File: src/rtl/filtr_pkg.sv
// filtr_pkg: shared constants and FSM encoding for the filter result capture path
package filtr_pkg;
  localparam int DATA_SIZE = 24;
  localparam int TIMEOUT = 50000;
  typedef enum logic {IDLE = 1'b0, WAIT_DONE = 1'b1} state_t;
endpackage

File: src/rtl/sync_fifo.sv
// sync_fifo: show-ahead synchronous FIFO; write while full is dropped unless a pop frees the slot
module sync_fifo #(
  parameter int DATA_SIZE = 24,
  parameter int DEPTH_LOG2 = 4
) (
  input  logic                  clk,
  input  logic                  reset,
  input  logic                  wr_en,
  input  logic [DATA_SIZE-1:0]  wr_data,
  input  logic                  rd_en,
  output logic [DATA_SIZE-1:0]  rd_data,
  output logic [DEPTH_LOG2:0]   count,
  output logic                  full,
  output logic                  empty
);
  localparam int DEPTH = 1 << DEPTH_LOG2;
  logic [DATA_SIZE-1:0] mem [DEPTH];
  logic [DEPTH_LOG2-1:0] wr_ptr, rd_ptr;
  logic do_wr, do_rd;
  assign empty = count == '0;
  assign full = count == (DEPTH_LOG2+1)'(DEPTH);
  assign do_rd = rd_en & ~empty;
  assign do_wr = wr_en & (~full | do_rd);
  assign rd_data = empty ? '0 : mem[rd_ptr];
  always_ff @(posedge clk)
    if (do_wr) mem[wr_ptr] <= wr_data;
  always_ff @(posedge clk or negedge reset)
    if (!reset) begin
      wr_ptr <= '0;
      rd_ptr <= '0;
      count <= '0;
    end else begin
      wr_ptr <= wr_ptr + DEPTH_LOG2'(do_wr);
      rd_ptr <= rd_ptr + DEPTH_LOG2'(do_rd);
      count <= count + (DEPTH_LOG2+1)'(do_wr) - (DEPTH_LOG2+1)'(do_rd);
    end
endmodule

File: src/rtl/filtr_out_capture.sv
// filtr_out_capture: captures filter results into a FIFO, measures sample-to-done latency, flags overrun/timeout
module filtr_out_capture #(
  parameter int DATA_SIZE = filtr_pkg::DATA_SIZE,
  parameter int DEPTH_LOG2 = 4,
  parameter int TIMEOUT = filtr_pkg::TIMEOUT,
  parameter int LAT_W = 16
) (
  input  logic                  clk,
  input  logic                  reset,
  input  logic                  sample,
  input  logic                  filter_done,
  input  logic [DATA_SIZE-1:0]  data_in,
  input  logic                  rd_en,
  output logic [DATA_SIZE-1:0]  rd_data,
  output logic                  rd_valid,
  output logic [DEPTH_LOG2:0]   count,
  output logic [LAT_W-1:0]      last_latency,
  output logic                  overrun,
  output logic                  timeout,
  input  logic                  clear_flags
);
  import filtr_pkg::*;
  state_t state, state_nx;
  logic sample_q, done_q, s_rise, d_rise, hit;
  logic wr, to_evt, drop, full, empty;
  logic [LAT_W-1:0] cnt, cnt_inc;
  assign s_rise = sample & ~sample_q;
  assign d_rise = filter_done & ~done_q;
  assign cnt_inc = cnt + LAT_W'(1);
  assign hit = cnt_inc == LAT_W'(TIMEOUT);
  assign rd_valid = ~empty;
  assign drop = wr & full & ~(rd_en & ~empty);
  always_ff @(posedge clk or negedge reset)
    if (!reset) state <= IDLE;
    else state <= state_nx;
  // a new sample always (re)starts the wait, even when it coincides with a capture
  always_comb
    state_nx = s_rise ? WAIT_DONE : (state == WAIT_DONE && !(d_rise || hit)) ? WAIT_DONE : IDLE;
  always_comb begin
    wr = (state == WAIT_DONE) & d_rise;
    to_evt = (state == WAIT_DONE) & ~d_rise & (s_rise | hit);
  end
  always_ff @(posedge clk or negedge reset)
    if (!reset) begin
      sample_q <= 1'b0;
      done_q <= 1'b0;
      cnt <= '0;
      last_latency <= '0;
      overrun <= 1'b0;
      timeout <= 1'b0;
    end else begin
      sample_q <= sample;
      done_q <= filter_done;
      cnt <= s_rise ? '0 : (state == WAIT_DONE) ? cnt_inc : cnt;
      last_latency <= wr ? cnt_inc : last_latency;
      overrun <= drop | (overrun & ~clear_flags);
      timeout <= to_evt | (timeout & ~clear_flags);
    end
  sync_fifo #(.DATA_SIZE(DATA_SIZE), .DEPTH_LOG2(DEPTH_LOG2)) u_fifo (
    .clk(clk),
    .reset(reset),
    .wr_en(wr),
    .wr_data(data_in),
    .rd_en(rd_en),
    .rd_data(rd_data),
    .count(count),
    .full(full),
    .empty(empty)
  );
endmodule
File: config.mk
export PLATFORM = sky130hd
export DESIGN_NAME = filtr_out_capture
export DESIGN_NICKNAME = d
export VERILOG_FILES = /design/src/rtl/filtr_pkg.sv /design/src/rtl/sync_fifo.sv /design/src/rtl/filtr_out_capture.sv
export SDC_FILE = /design/constraint.sdc
export NUM_CORES = 1
export LEC_CHECK = 0
export BUFFER_PORTS_ARGS = -buffer_cell sky130_fd_sc_hd__buf_2
export CORE_ASPECT_RATIO = 1.1
export CORE_UTILIZATION = 30
export DETAILED_ROUTE_END_ITERATION = 8
export GPL_TIMING_DRIVEN = 0
export SLEW_MARGIN = 20
export SYNTH_ARGS = -nofsm -noshare
export SYNTH_HDL_FRONTEND = slang
export SYNTH_SLANG_ARGS = --single-unit
File: constraint.sdc
create_clock -name clk -period 4.39 [get_ports clk]
set_input_delay 0.2195 -clock clk [delete_from_list [all_inputs] [get_ports clk]]
set_output_delay 0.2195 -clock clk [all_outputs]
set_load 0.005 [all_outputs]
==> flow_summary.yaml <==
global_route:
  grt_usage_pct: 13.76
  grt_overflow: 0
  grt_pass1_wl_um: 58390
  grt_pass1_vias: 9075
  grt_start_max_net_pins: 28
  antenna_found_initial: 2
power_and_ir_drop:
  power_mw: 11.84
  seqPwrFrac_pct: 40.8
  p_per_area_nw_per_um2: 571.5
  clkPwrFrac_pct: 29.9
  p_leak_nw: 6.860
  switching_share_pct: 28.74
  p_sw_mw: 3.404
  peakVddDrop_mv: 0.3676
  comb_power_share_pct: 29.3
  intPower_mw: 8.441
sta:
  tightest_slew_ns: 1.066
  setup_tns_ns: 0
  setup_slack_ns: 0.6225
  fin_crit_sh_pct: 85.82
  fmax_mhz: 265.4
  slew_headroom_pct: 28.94
  finalCriticalPeriod_ns: 3.767
  hold_violations: 0
  rsz0062_at_grt: "no"
  drv_slew: 0
  fin_skew_ns: 0.02035
  finalSetupViolations: 0
clock_network:
  clock_sinks: 434
  root_buffer: "clkbuf_16"
  clk_pin_slew_ns: 0.06
  cts_buffers: 46
  tritoncts: "built"
  clk_latency_ns: 0.57
  clock_path_buffers: 3
  h-tree-depth: 2
  cts_resized: 0
synthesis:
  synth_nets: 885
  seq_area_frac_synth_pct: 74.15
  yosysWarnings: 0
  synth-seq-cells: 434
  syn_area_um2: 17240
  ys_types: 46
  synth_cells: 844
  syn_area_per_cell_um2: 20.42
floorplan:
  die_x_um: 230.6
  die-area_um2: 58420
  core_um2: 56470
  io_pins: 78
  die-height_um: 253.4
  initial_core_util_pct: 30.52
  row_count: 91
placed_design:
  io_buffer_count: 77
  place_ws_ns: 1.170
  place_inst: 1693
  placed_area_um2: 19140
  hpwlAfterDp_um: 25740
  gp_congestion: 0.7715
worst_setup_path:
  arrival_ns: 3.55
  crit_fanout: 10
  cpLargestDelayFamily: "buffers and inverters"
  cp-end-kind: "output pin"
  criticalPathCategory: "flip-flop to output pin"
  crit_start: "u_fifo.rd_ptr[1]$_DFF_PN0_"
  r2r-start: "u_fifo.count[2]$_DFF_PN0_"
  critPathRequiredTime_ns: 4.17
  cp-start-kind: "flip-flop"
  cpMaxStageDelayCell: "buf_1"
  crit_buf_inv: 4
  crit_chain: "buf_2 > buf_2 > buf_1 > mux4_2 > mux4_2 > and2_1 > buf_2"
  slowest_delay_ns: 0.84
  path_common_cell: "buf_2"
route:
  routed_wl_um: 39550
  ant_nets: 0
  avgViaCountPerCell: 4.832
  drt-initial-drc-count: 600
  dr.pass1.iters: 5
  post_drt_wl_per_cell_um: 22.05
  vias: 8669
  drc_errors: 0
finish:
  final_cell_count_no_fill: 1794
  fill_cells: 5243
  fin_nets: 1064
  fin_area_um2: 20730
  diodes: 0
  syn2layout_area_growth_pct: 20.24
  drive_above_1_share_pct: 30.38
flow_run:
  cap_violations: 0
run_status:
  outcome: "complete, no violations"
worst_hold_path:
  min_from: "data_in[20]"
  min_path_type: "input pin to flip-flop"
-- sequential cells by signal (all words and copies together), names as in the netlist --
name	cells
timeout	1
u_fifo.count	5
u_fifo.wr_ptr	4
u_fifo.mem	384
state	1
last_latency	16
sample_q	1
overrun	1
done_q	1
u_fifo.rd_ptr	4
cnt	16
-- layout make-up --
cell class / instances / area [um2] / share of cell area [%]
flip-flops and latches: 434 / 12780 / 61.67
well taps: 744 / 930.9 / 4.491
clock inverters: 15 / 127.6 / 0.6157
inverters: 10 / 37.54 / 0.1811
clock buffers: 60 / 1204 / 5.807
plain buffers: 45 / 241.5 / 1.165
repair buffers: 131 / 1116 / 5.385
multi-input cells: 355 / 4288 / 20.69
-- layer usage --
| metal | part of all wire, % | up-vias | track usage (%) |
|---|---|---|---|
| li1 | - | 3763 | - |
| met1 | 43 | 4591 | 17.73 |
| met2 | 50 | 245 | 23.37 |
| met3 | 5.0 | 66 | 2.928 |
| met4 | 2.2 | 4 | 3.803 |
| met5 | 0.051 | - | 0 |
-- cells by family after synthesis --
| family | count (synthesis) | synth area share, % |
|---|---|---|
| adder cells (fa/ha/maj) | 11 | 0.8420 |
| XOR/XNOR | 36 | 1.829 |
| multiplexers | 124 | 15.94 |
| buffers and inverters | 55 | 1.611 |
| AND/OR/NAND/NOR | 148 | 4.377 |
| flip-flops | 434 | 74.15 |
| AO/OA/AOI/OAI | 36 | 1.248 |
-- power groups by stage --
stage / Sequential, mW / Combinational (mW) / Clock [mW]
after floorplan: 4.89 / 2.28 / 0
after global placement: 4.91 / 3.42 / 0
after detailed placement: 4.92 / 3.55 / 0
after CTS: 4.83 / 3.58 / 3.62
after global routing: 4.85 / 3.76 / 3.76
final: 4.84 / 3.47 / 3.54
-- metrics by stage --
stage | utilization [%] | hold WS [ns]
after global placement | 32.85 | 0.3440
final | 36.70 | 0.04592
after floorplan | - | -0.07609
after detailed placement | 33.88 | 0.2509
after CTS | 36.70 | 0.01275
after global routing | 36.70 | 0.03590
-- worst register-to-register path, stage by stage (launching register included) --
cell	delay, ns
dfrtp_1	0.39
inv_1	0.08
ha_1	0.24
nand4b_1	0.14
nor2b_1	0.47
nand3b_1	0.41
nor3_2	0.74
buf_6	0.25
buf_4	0.21
-- timing repair --
| item | 4_1_cts | 5_1_grt |
|---|---|---|
| hold buffers | 26 | 0 |
| hold endpoints to repair | 323 | 0 |
| setup buffers | 0 | 0 |
-- path summary, 6_finish.rpt --
path	to	slack (ns)	depth (start not counted)
worst min register to register	last_latency[5]$_DFFE_PN0P_	0.49	2
worst max-delay path	rd_data[19]	0.62	7
worst max register to register	u_fifo.mem[4][17]$_DFFE_PP_	1.15	8
max in group asynchronous	u_fifo.count[0]$_DFF_PN0_	3.66	3
min in group asynchronous	cnt[10]$_DFFE_PN0P_	0.19	2
worst min-delay path	u_fifo.mem[12][20]$_DFFE_PP_	0.05	1
-- cells in the mapped netlist (all sizes together) --
library cell / number / area share, %
inv: 10 / 0.22
nor4: 3 / 0.20
ha: 10 / 0.73
and3: 2 / 0.073
a21o: 2 / 0.087
and2: 26 / 0.94
dfrtp: 50 / 7.3
nor3b: 1 / 0.044
a21oi: 7 / 0.20
fa: 1 / 0.12
clkbuf: 19 / 0.41
nor2: 39 / 0.85
xnor2: 15 / 0.76
mux2i: 3 / 0.17
or3b: 1 / 0.051
nor3: 6 / 0.20
o21ai: 20 / 0.58
buf: 26 / 0.98
mux4: 120 / 16
o31a: 1 / 0.051
o2bb2ai: 1 / 0.051
nand4: 7 / 0.29
a31o: 1 / 0.051
edfxtp: 384 / 67
mux2: 1 / 0.065
nand3: 15 / 0.44
nand2: 34 / 0.74
or4: 1 / 0.044
nand2b: 4 / 0.15
xor2: 21 / 1.1
o22ai: 1 / 0.036
nand3b: 3 / 0.13
a2111oi: 3 / 0.19
nand4b: 1 / 0.051
or3: 3 / 0.11
nor2b: 2 / 0.073
-- placed cells by master, fill, tap and decap left out, types with 10 or more instances in the layout --
cell type	n
nor2_4	12
inv_1	10
ha_1	10
buf_2	94
xnor2_1	15
nand2_1	34
and2_1	26
nor2_1	27
mux4_2	119
buf_16	11
dfrtp_1	50
xor2_1	21
clkbuf_16	46
edfxtp_1	384
o21ai_1	17
clkbuf_1	33
buf_4	11
dlygate4sd3_1	26
nand3_1	15
Power figures use the tool's default switching activity.
